## config.mk

```make
export PLATFORM = sky130hd
export DESIGN_NAME = fpga_ahb_reg_slave
export DESIGN_NICKNAME = d
export VERILOG_FILES = /design/src/rtl/fpga_ahb_pkg.sv /design/src/rtl/fpga_irq_ctrl.sv /design/src/rtl/fpga_ahb_reg_slave.sv
export SDC_FILE = /design/constraint.sdc
export NUM_CORES = 1
export LEC_CHECK = 0
export ABC_AREA = 0
export CAP_MARGIN = 40
export CORE_ASPECT_RATIO = 0.6
export CORE_MARGIN = 2
export CORE_UTILIZATION = 35
export CTS_CLUSTER_DIAMETER = 30
export CTS_CLUSTER_SIZE = 12
export DETAILED_ROUTE_END_ITERATION = 7
export GPL_TIMING_DRIVEN = 0
export PLACE_DENSITY = 0.73
export SLEW_MARGIN = 20
export SYNTH_ARGS = -nofsm -noshare
export SYNTH_HDL_FRONTEND = slang
export SYNTH_HIERARCHICAL = 1
export SYNTH_SLANG_ARGS = --single-unit
```

## constraint.sdc

```tcl
create_clock -name clk -period 3.2 [get_ports clk]
set_input_delay 0.64 -clock clk [delete_from_list [all_inputs] [get_ports clk]]
set_output_delay 0.64 -clock clk [all_outputs]
set_load 0.03 [all_outputs]
```

## src/rtl/fpga_ahb_pkg.sv

```systemverilog
// Shared constants for the FPGA AHB register slave: register map indices,
// out-of-window read value and bus FSM state encoding.
package fpga_ahb_pkg;

    localparam int NUM_CFG = 8;

    localparam logic [3:0] REG_ID      = 4'd0;
    localparam logic [3:0] REG_SCRATCH = 4'd1;
    localparam logic [3:0] REG_IRQ_STS = 4'd2;
    localparam logic [3:0] REG_IRQ_EN  = 4'd3;
    localparam logic [3:0] REG_CFG0    = 4'd4;
    localparam logic [3:0] REG_CFG1    = 4'd5;
    localparam logic [3:0] REG_CFG2    = 4'd6;
    localparam logic [3:0] REG_CFG3    = 4'd7;
    localparam logic [3:0] REG_CFG4    = 4'd8;
    localparam logic [3:0] REG_CFG5    = 4'd9;
    localparam logic [3:0] REG_CFG6    = 4'd10;
    localparam logic [3:0] REG_CFG7    = 4'd11;
    localparam logic [3:0] REG_STS0    = 4'd12;
    localparam logic [3:0] REG_STS1    = 4'd13;
    localparam logic [3:0] REG_STS2    = 4'd14;
    localparam logic [3:0] REG_STS3    = 4'd15;

    localparam logic [31:0] DEAD_BEEF = 32'hDEAD_BEEF;

    localparam logic [1:0] ST_IDLE = 2'd0;
    localparam logic [1:0] ST_WAIT = 2'd1;
    localparam logic [1:0] ST_ACK  = 2'd2;
    localparam logic [1:0] ST_DONE = 2'd3;

endpackage

```

## src/rtl/fpga_irq_ctrl.sv

```systemverilog
// Interrupt block: per-source rising-edge detect, W1C status, enable mask
// and a registered level interrupt output.
module fpga_irq_ctrl
    import fpga_ahb_pkg::*;
(
    input  logic       clk,
    input  logic       rst,
    input  logic [7:0] irq_src_i,
    input  logic       sts_clr,
    input  logic       en_wr,
    input  logic [7:0] wdata,
    output logic [7:0] irq_status,
    output logic [7:0] irq_enable,
    output logic       interrupt
);

    logic [7:0] src_q;
    logic [7:0] rise;
    logic [7:0] clr_mask;

    assign rise     = irq_src_i & ~src_q;
    assign clr_mask = sts_clr ? wdata : 8'h00;

    // Set is OR-ed in after the clear so a new edge wins over a same-cycle W1C.
    always_ff @(posedge clk) begin
        if (rst) begin
            src_q      <= 8'h00;
            irq_status <= 8'h00;
            irq_enable <= 8'h00;
            interrupt  <= 1'b0;
        end else begin
            src_q      <= irq_src_i;
            irq_status <= (irq_status & ~clr_mask) | rise;
            if (en_wr) begin
                irq_enable <= wdata;
            end
            interrupt  <= |(irq_status & irq_enable);
        end
    end

endmodule

```

## src/rtl/fpga_ahb_reg_slave.sv

```systemverilog
// Register slave on the FPGA AHB bus: 16-word window with ID, scratch,
// interrupt, config and status registers behind a fixed wait-state handshake.
module fpga_ahb_reg_slave
    import fpga_ahb_pkg::*;
#(
    parameter logic [13:0] BASE_ADDR   = 14'h0000,
    parameter int          WAIT_CYCLES = 1,
    parameter logic [31:0] ID_VALUE    = 32'h4831_0001
) (
    input  logic         clk,
    input  logic         rst,
    input  logic         fpga_HSEL,
    input  logic         fpga_HWRITE,
    input  logic [19:0]  fpga_HADDR,
    input  logic [31:0]  fpga_HWDATA,
    output logic [31:0]  fpga_HRDATA,
    output logic         fpga_HREADY,
    input  logic [127:0] sts_i,
    input  logic [7:0]   irq_src_i,
    output logic [255:0] cfg_o,
    output logic         interrupt
);

    logic [1:0]  state;
    logic [3:0]  wait_cnt;
    logic [17:0] addr_q;
    logic        write_q;
    logic [31:0] wdata_q;
    logic        hready_q;
    logic [31:0] rdata_q;
    logic [31:0] scratch_q;
    logic [31:0] cfg_q [NUM_CFG];
    logic [7:0]  irq_status;
    logic [7:0]  irq_enable;
    logic        irq_line;

    logic [3:0]  reg_idx;
    logic        in_window;
    logic        ack_edge;
    logic        wr_commit;
    logic [31:0] rd_word;
    logic        unused_addr_lsbs;

    assign reg_idx          = addr_q[3:0];
    assign in_window        = (addr_q[17:4] == BASE_ADDR);
    assign ack_edge         = (state == ST_WAIT) && (wait_cnt == 4'd0);
    assign wr_commit        = ack_edge && write_q && in_window;
    assign unused_addr_lsbs = ^fpga_HADDR[1:0];

    // Bus handshake: accept in IDLE, count wait states, one-cycle ACK,
    // then park in DONE until the master drops HSEL.
    always_ff @(posedge clk) begin
        if (rst) begin
            state    <= ST_IDLE;
            wait_cnt <= 4'd0;
            hready_q <= 1'b0;
        end else begin
            hready_q <= ack_edge;
            case (state)
                ST_IDLE: begin
                    if (fpga_HSEL) begin
                        state    <= ST_WAIT;
                        wait_cnt <= 4'(WAIT_CYCLES);
                    end
                end
                ST_WAIT: begin
                    if (wait_cnt == 4'd0) begin
                        state <= ST_ACK;
                    end else begin
                        wait_cnt <= wait_cnt - 4'd1;
                    end
                end
                ST_ACK: begin
                    state <= ST_DONE;
                end
                default: begin
                    if (!fpga_HSEL) begin
                        state <= ST_IDLE;
                    end
                end
            endcase
        end
    end

    // Request is captured once at acceptance; later bus changes are ignored.
    always_ff @(posedge clk) begin
        if ((state == ST_IDLE) && fpga_HSEL) begin
            addr_q  <= fpga_HADDR[19:2];
            write_q <= fpga_HWRITE;
            wdata_q <= fpga_HWDATA;
        end
    end

    always_ff @(posedge clk) begin
        if (rst) begin
            rdata_q <= 32'h0;
        end else if (ack_edge && !write_q) begin
            rdata_q <= rd_word;
        end
    end

    always_ff @(posedge clk) begin
        if (rst) begin
            scratch_q <= 32'h0;
            for (int i = 0; i < NUM_CFG; i++) begin
                cfg_q[i] <= 32'h0;
            end
        end else if (wr_commit) begin
            if (reg_idx == REG_SCRATCH) begin
                scratch_q <= wdata_q;
            end
            for (int i = 0; i < NUM_CFG; i++) begin
                if (reg_idx == (REG_CFG0 + 4'(i))) begin
                    cfg_q[i] <= wdata_q;
                end
            end
        end
    end

    always_comb begin
        rd_word = 32'h0;
        if (!in_window) begin
            rd_word = DEAD_BEEF;
        end else begin
            case (reg_idx)
                REG_ID:      rd_word = ID_VALUE;
                REG_SCRATCH: rd_word = scratch_q;
                REG_IRQ_STS: rd_word = {24'h0, irq_status};
                REG_IRQ_EN:  rd_word = {24'h0, irq_enable};
                REG_CFG0:    rd_word = cfg_q[0];
                REG_CFG1:    rd_word = cfg_q[1];
                REG_CFG2:    rd_word = cfg_q[2];
                REG_CFG3:    rd_word = cfg_q[3];
                REG_CFG4:    rd_word = cfg_q[4];
                REG_CFG5:    rd_word = cfg_q[5];
                REG_CFG6:    rd_word = cfg_q[6];
                REG_CFG7:    rd_word = cfg_q[7];
                REG_STS0:    rd_word = sts_i[31:0];
                REG_STS1:    rd_word = sts_i[63:32];
                REG_STS2:    rd_word = sts_i[95:64];
                REG_STS3:    rd_word = sts_i[127:96];
                default:     rd_word = 32'h0;
            endcase
        end
    end

    fpga_irq_ctrl u_irq_ctrl (
        .clk        (clk),
        .rst        (rst),
        .irq_src_i  (irq_src_i),
        .sts_clr    (wr_commit && (reg_idx == REG_IRQ_STS)),
        .en_wr      (wr_commit && (reg_idx == REG_IRQ_EN)),
        .wdata      (wdata_q[7:0]),
        .irq_status (irq_status),
        .irq_enable (irq_enable),
        .interrupt  (irq_line)
    );

    for (genvar g = 0; g < NUM_CFG; g++) begin : g_cfg_out
        assign cfg_o[32*g +: 32] = cfg_q[g];
    end

    assign fpga_HRDATA = rdata_q;
    assign fpga_HREADY = hready_q;
    assign interrupt   = irq_line;

endmodule

```

* Word-level counts from Yosys, hierarchy flattened *
Memories as Yosys holds them, arrays and structs flattened.
Cells that the tools add are included.

operators by class
  add/subtract/negate cells = 1
  equal/unequal tests = 21
  muxes and demuxes = 52
  bitwise gates (word level) = 14
  reductions and logical operators = 17

operator list
  operator             count
  $pmux 32 s16         1
  $mux 32              9
  $mux 1               34
  $eq 4x4->1 const B   8
  $and 8x8->8          3
  $eq 4x3->1 const B   4
  $not 8->8            2
  $logic_not 14->1     1
  $eq 4x2->1 const B   2
  $logic_not 4->1      2
  $mux 4               2
  $mux 8               1
  $or 1x1->1           8
  $or 8x8->8           1
  $pmux 4 s2           1
  $reduce_or 8->1      1
  $logic_and 1x1->1    7
  $mux 2               3
  $pmux 2 s3           1
  $reduce_and 3->1     2
  $eq 4x1->1 const B   1
  $ne 2x2->1 const B   2
  $ne 4x1->1 const B   1
  $sub 4x1->4 const B  1
  other kinds (7)      7

storage, ports and cells
  bits in registers = 147
  bits in writable memories = 256
  input bits = 192
  output and inout port bits = 290
  logic and storage cells = 118
  memories = 1

memory list
  name   words  bits a word  rd ports  clocked after Yosys merged registers in  wr ports  RTL line                  text
  cfg_q  8      32           8         0                                        8         fpga_ahb_reg_slave.sv:32  logic [31:0] cfg_q [NUM_CFG];

* Depth between registers and ports, before layout *
Gate-level depths: netlist (run 1).

  depth in word-level cells = 9
  gate-level depth with buffers = 9
  mapped depth without buffers = 8

* Modules after synthesis *
The synthesis (run 1) kept the hierarchy.

by module, submodules not included
  module              times used  cells an instance  area an instance (sq um)  sequential area each (sq um)
  fpga_ahb_reg_slave  1           1422               16781.1                   10640.2
  fpga_irq_ctrl       1           82                 937.1                     500.5

* Least setup slack after synthesis (run 1) *
Ideal clock, no wire load.

  path kind = register to register
  from = register state[1]
  to = memory cfg_q[1][0] (netlist: cfg_q[0][32]) (enable)
  library setup time = 0.389 ns
  data arrival time = 2.475 ns
  data required time = 2.811 ns
  slack = 0.336 ns
  cell stages (with the launch flop) = 9
  path buffers = 2
  period minus slack after synthesis = 2.864 ns
  cells stage by stage = dfxtp_1 > inv_1 > ha_1 > and4bb_2 > nand2_2 > or4b_1 > buf_2 > buf_6 > nand2_1

RTL lines
  item                    RTL line                  text
  from (decl)             fpga_ahb_reg_slave.sv:24  logic [1:0] state;
  from (signal assigned)  fpga_ahb_reg_slave.sv:54  state <= ST_IDLE;
  from (signal assigned)  fpga_ahb_reg_slave.sv:62  state <= ST_WAIT;
  from (signal assigned)  fpga_ahb_reg_slave.sv:68  state <= ST_ACK;
  to (decl)               fpga_ahb_reg_slave.sv:32

==> impl_metrics.env, run 1 <==
export IMPL_status="finished with violations"
export IMPL_violations="design-rule violations, negative setup slack"
export IMPL_coreArea_um2=49700
export IMPL_synthTopCellsByArea="edfxtp_1, dfxtp_1, nor2_1, mux2i_1, nand2_1"
export IMPL_cts_hold_buffers_added=0
export IMPL_timing_hold_worst_class="reg2reg"
export IMPL_yosys_top_cell_area_share=0.520
export IMPL_globalRouteMet2Util=0.522
export IMPL_post_synthesis_cell_type_count=73
export IMPL_detailedPlacementHpwl_mm=70.6
export IMPL_floorplan_rows=63
export IMPL_first_pass_grt_wire_length_mm=129
export IMPL_post_synth_top_area_cell="edfxtp_1"
export IMPL_track_usage=0.358
export IMPL_slew_headroom=0.314
export IMPL_routed_antenna_nets=0
export IMPL_dominantRegCellSynth="edfxtp_1"
export IMPL_layout_min_cycle_time_ns=3.34
export IMPL_yosysWarnings=6
export IMPL_drtIter0Drc=2707
export IMPL_placed_cells_incl_taps=2657
export IMPL_peak_supply_drop_mv=0.387
export IMPL_post_synth_instance_area_um2=17700
export IMPL_first_global_vias=16700
export IMPL_worst_slew_pin_slew_ns=1.03
export IMPL_detailedRoute_firstPassIterationCount=8
export IMPL_avg_wl_per_cell_um=34.6
export IMPL_crit_fanout=32
export IMPL_detail_route_vias_per_cell=6.17
export IMPL_start_kind="primary input"
export IMPL_gr_total_overflow=0
export IMPL_gr_usage_met1=0.463
export IMPL_p_sw_frac=0.338
export IMPL_clock_fmax_mhz=299
export IMPL_worstSkewPairLatency_ns=0.61
export IMPL_fin_worst_skew_ns=0.0345
export IMPL_holdCritStartpoint="scratch_q[3]$_SDFFE_PP0P_"
export IMPL_die_h_um=178
export IMPL_postSynthRegisterBits=403
export IMPL_dr_total_vias=17300
export IMPL_seq_area_frac_synth=0.629
export IMPL_regToRegStartpoint="addr_q[15]$_DFFE_PP_"
export IMPL_leading_cell_type_in_the_layout_fill_and_taps_excluded="clkdlybuf4s50_1"
export IMPL_cts_reportedPaths_clkPinSlew_ns=0.05
export IMPL_grt_max_degree=37
export IMPL_drive_above_1_share=0.133
export IMPL_timing_critical_path_to_type="flop"
export IMPL_cp_data_required_time_ns=3.41
export IMPL_crit_type="in2reg"
export IMPL_grt_setup_unrepaired="true"
export IMPL_layoutNonFillerInstCount=2798
export IMPL_final_core_utilization=0.533
export IMPL_post_route_worst_setup_slack_ns=-0.142
export IMPL_switchingPower_uw=6630
export IMPL_worst_setup_path_startpoint="rst"
export IMPL_synthArstFlopShare=0
export IMPL_p_leak_uw=0.00972
export IMPL_cts_tree="built"
export IMPL_synth_area_per_inst_um2=11.8
export IMPL_gpl_final_weighted_congestion=0.968
export IMPL_place_port_buffers=479
export IMPL_initial_utilization=0.357
export IMPL_postSynthNetCount=1701
export IMPL_commonest_non_fill_non_tap_cells_in_the_layout="clkdlybuf4s50_1, edfxtp_1, nor2_1"
export IMPL_clock_tree_root_cell="clkbuf_16"
export IMPL_antenna_found_initial=6
export IMPL_p_comb_frac=0.243
export IMPL_syn_instance_count=1504
export IMPL_grt_most_used_layer="met2"
export IMPL_final_setup_viols=134
export IMPL_flow_area_growth_from_synthesis_pct=49.5
export IMPL_power_clock_fraction=0.423
export IMPL_p_seq_frac=0.334
export IMPL_fillers=4248
export IMPL_cts_buffer_depth=3
export IMPL_clock_sinks=403
export IMPL_route_detailed_drc=8
export IMPL_io_pins=482
export IMPL_cell_internal_pwr_uw=13000
export IMPL_pwr_density_cell_nw_per_um2=741
export IMPL_design_final_nets=2282
export IMPL_design_die_area_um2=52500
export IMPL_synth_enable_flop_cells=307
export IMPL_final_slew_viol_count=0
export IMPL_route_final_wire_length_mm=96.8
export IMPL_tcrit_tclk_final=1.04
export IMPL_use_met3=0.148
export IMPL_cp_arrival_ns=3.55
export IMPL_cap_violations=0
export IMPL_final_hold_viol_count=0
export IMPL_cts_buffers=72
export IMPL_cts_htree_levels=3
export IMPL_die_w_um=294
export IMPL_cts_setup_buffers=0
[worst max-delay path, cell delays in order]
cell	delay, ns
clkdlybuf4s50_1	0.90
clkbuf_1	0.41
buf_1	0.76
a31o_4	0.80
[cell families (layout without fill, tap and decap cells)]
logic type / after synthesis / in the layout / share of synthesized area
simple gates: 509 / 509 / 0.132
flops: 403 / 403 / 0.629
compound gates: 338 / 338 / 0.137
buf+inv: 150 / 791 / 0.0402
mux: 97 / 97 / 0.0580
fa+ha+maj: 5 / 5 / 0.00353
xor+xnor: 2 / 2 / 0.000989
other cells: 0 / 3 / 0
[synthesized netlist by cell type, types with 8 or more instances]
cell type and count:
a21bo_1 10, a21oi_1 64, a21oi_2 8, a221oi_1 28, a22o_1 15, a22oi_1 58, a31oi_1 8, a32oi_1 16
and3_1 9, buf_2 44, buf_6 9, clkbuf_1 45, dfxtp_1 96, edfxtp_1 307, inv_1 44, mux2_2 16
mux2i_1 78, nand2_1 136, nand2b_1 17, nand3_1 17, nor2_1 242, nor2b_1 22, nor3_1 12, nor4_1 9
o21ai_0 42, o221ai_1 10, o22ai_1 28
[metal layers]
layer,up-vias,part of all wire,wire [µm]
li1,6804,-,-
met1,8460,0.37,36100
met2,1661,0.42,40600
met3,350,0.15,14800
met4,2,0.055,5330
met5,-,0.000072,7
[per-stage QoR]
| step | setup TNS [ns] | hold WS (ns) | setup slack (ns) | total power, µW | instance area (µm²) |
|---|---|---|---|---|---|
| after floorplan | 0 | 0.427 | 0.336 | 8690 | 17700 |
| after global placement | -475.84 | 0.436 | -2.19 | 11000 | 23300 |
| after detailed placement | -202.25 | 0.444 | -1.02 | 11100 | 23700 |
| after CTS | -3.08 | 0.452 | -0.0829 | 19300 | 26400 |
| after global routing | -6.74 | 0.472 | -0.103 | 19900 | 26500 |
| final | -10.62 | 0.454 | -0.142 | 19600 | 26500 |
[final cells by class]
class | count | area [µm²] | share of cell area
sequential | 403 | 11100 | 0.421
multi-input combinational | 951 | 6020 | 0.227
timing repair buffer | 509 | 5180 | 0.196
clock buffer | 82 | 1930 | 0.0730
tap | 650 | 813 | 0.0307
clock inverter | 52 | 668 | 0.0252
buffer | 104 | 557 | 0.0210
inverter | 44 | 168 | 0.00633
antenna | 3 | 7.51 | 0.000283
[registers in the layout, indices dropped and copies added, names as in the netlist]
| name | count |
|---|---|
| u_irq_ctrl/interrupt | 1 |
| u_irq_ctrl/irq_status | 8 |
| u_irq_ctrl/irq_enable | 8 |
| state | 2 |
| scratch_q | 32 |
| wait_cnt | 4 |
| wdata_q | 32 |
| fpga_HREADY | 1 |
| cfg_q | 256 |
| u_irq_ctrl/src_q | 8 |
| addr_q | 18 |
| fpga_HRDATA | 32 |
| write_q | 1 |
[power groups by stage]
stage / clock (µW) / sequential (µW) / combinational, µW
global route: 8520 / 6570 / 4800
detailed placement: 0 / 6620 / 4470
finish: 8290 / 6560 / 4760
floorplan: 0 / 6960 / 1730
CTS: 8290 / 6530 / 4510
global placement: 0 / 6650 / 4320
[what timing repair did]
action                                  CTS  global route
endpoints found under the setup margin  197           257
pin swaps                                 0             1
hold endpoints to repair                  0             0
gates resized for setup                  17            10
cloned                                    0             0
[worst paths after layout]
kind | slack [ns] | cells after the start | to
max reg2reg | -0.13 | 4 | cfg_q[1][90]$_DFFE_PP_
min | 0.45 | 2 | scratch_q[3]$_SDFFE_PP0P_
min reg2reg | 0.45 | 2 | scratch_q[3]$_SDFFE_PP0P_
max | -0.14 | 4 | cfg_q[1][90]$_DFFE_PP_
Note: power is estimated with default switching activity, not from simulation.
==> inputs of run 2 (changes only) <==
CAP_MARGIN = not set   (was 40)
==> impl_metrics.env, run 2 (synthesis results as in run 1) <==
export IMPL_worstSkewPairLatency_ns=0.63
export IMPL_timing_critical_path_to_type="flop"
export IMPL_gpl_final_weighted_congestion=0.968
export IMPL_final_setup_viols=132
export IMPL_design_final_nets=2264
export IMPL_final_slew_viol_count=0
export IMPL_io_pins=482
export IMPL_clock_fmax_mhz=299
export IMPL_largest_register="cfg_q"
export IMPL_design_die_area_um2=52500
export IMPL_status="finished with violations"
export IMPL_floorplan_rows=63
export IMPL_hold_slack_ns=0.453
export IMPL_die_h_um=178
export IMPL_slew_headroom=0.140
export IMPL_place_port_buffers=479
export IMPL_grt_setup_unrepaired="true"
export IMPL_cts_tree="built"
export IMPL_avg_wl_per_cell_um=34.7
export IMPL_flip_flop_count_of_the_largest_register_after_layout=256
export IMPL_dr_total_vias=17200
export IMPL_layoutNonFillerInstCount=2782
export IMPL_cts_reportedPaths_clkPinSlew_ns=0.05
export IMPL_dp_worst_setup_slack_ns=-1.18
export IMPL_leading_cell_type_in_the_layout_fill_and_taps_excluded="clkdlybuf4s50_1"
export IMPL_pwr_density_cell_nw_per_um2=729
export IMPL_violations="negative setup slack"
export IMPL_tcrit_tclk_final=1.04
export IMPL_detailedPlacementHpwl_mm=69.4
export IMPL_timing_hold_worst_class="reg2reg"
export IMPL_detailedRoute_firstPassIterationCount=8
export IMPL_setup_reg_to_reg_worst_slack_ns=-0.08
export IMPL_report_power_total_uw=19100
export IMPL_final_hold_viol_count=0
export IMPL_clock_sinks=403
export IMPL_antenna_found_initial=5
export IMPL_p_leak_uw=0.00956
export IMPL_route_detailed_drc=0
export IMPL_grt_max_degree=37
export IMPL_first_pass_grt_wire_length_mm=129
export IMPL_first_global_vias=16700
export IMPL_cap_violations=0
export IMPL_start_kind="primary input"
export IMPL_dpl_instance_area_um2=23500
export IMPL_initial_utilization=0.357
export IMPL_fin_worst_skew_ns=0.0369
export IMPL_layout_min_cycle_time_ns=3.34
export IMPL_gr_total_overflow=0
export IMPL_drive_above_1_share=0.129
export IMPL_cp_arrival_ns=3.55
export IMPL_routed_antenna_nets=0
export IMPL_clock_tree_root_cell="clkbuf_16"
export IMPL_commonest_non_fill_non_tap_cells_in_the_layout="clkdlybuf4s50_1, edfxtp_1, nor2_1"
export IMPL_route_final_wire_length_mm=96.7
export IMPL_placed_cells_incl_taps=2638
export IMPL_cts_buffers=71
export IMPL_peak_supply_drop_mv=0.386
export IMPL_track_usage=0.358
export IMPL_die_w_um=294
export IMPL_coreArea_um2=49700
export IMPL_drtIter0Drc=2735
export IMPL_flow_area_growth_from_synthesis_pct=47.9
export IMPL_stdcell_area_um2=26200
export IMPL_crit_type="in2reg"
export IMPL_crit_fanout=32
export IMPL_post_route_worst_setup_slack_ns=-0.142
export IMPL_detail_route_vias_per_cell=6.20
export IMPL_cts_htree_levels=3
export IMPL_worst_slew_pin_slew_ns=1.29
export IMPL_cts_buffer_depth=3
export IMPL_cp_data_required_time_ns=3.41
## run 2: final timing paths
check                        startpoint                          end  cells past startpoint
min          scratch_q[24]$_SDFFE_PP0P_   scratch_q[24]$_SDFFE_PP0P_                      2
max reg2reg         addr_q[1]$_DFFE_PP_  cfg_q[0][101]$_SDFFCE_PN0P_                      6
max                                 rst       cfg_q[1][70]$_DFFE_PP_                      4
min reg2reg  scratch_q[24]$_SDFFE_PP0P_   scratch_q[24]$_SDFFE_PP0P_                      2
## run 2: power breakdown
group / switching (µW) / internal, µW / leakage (µW)
logic: 3230 / 1450 / 0.00446
clock network: 3010 / 4870 / 0.00120
registers: 402 / 6160 / 0.00390
total: 6640 / 12500 / 0.00956
## run 2: layout make-up
cell class / count / area [µm²]
timing repair buffer: 489 / 4940
inverter: 44 / 171
sequential: 403 / 11100
fill: 4278 / 23400
clock inverter: 48 / 567
multi-input combinational: 953 / 6080
clock buffer: 84 / 1910
buffer: 105 / 579
antenna: 6 / 15.0
tap: 650 / 813
## run 2: critical path, cell delays in order
cell and delay, ns:
clkdlybuf4s50_1 0.94, clkbuf_1 0.39, clkbuf_1 0.77, a31o_4 0.78
## run 2: layer usage
layer  wire length [µm]  vias up  global-route usage
met4               6180        0               0.183
met1              35300     8424               0.455
li1                   -     6779                   -
met3              15200      408               0.156
met5                  0        -                   0
met2              40000     1628               0.516
## run 2: per-stage QoR
step / setup TNS [ns] / utilization
3_3_place_gp: -475.84 / 0.470
6_report: -10.01 / 0.528
2_1_floorplan: 0 / -
3_5_place_dp: -249.67 / 0.473
4_1_cts: -1.27 / 0.525
5_1_grt: -4.61 / 0.528
## run 2: what timing repair did
action | in CTS | in global routing
buffers inserted | 0 | 5
endpoints found under the setup margin | 403 | 215
cloned | 1 | 1
hold buffers | 0 | 0
resized for setup | 31 | 15
endpoints found under the hold margin | 0 | 0
pin swaps | 2 | 3
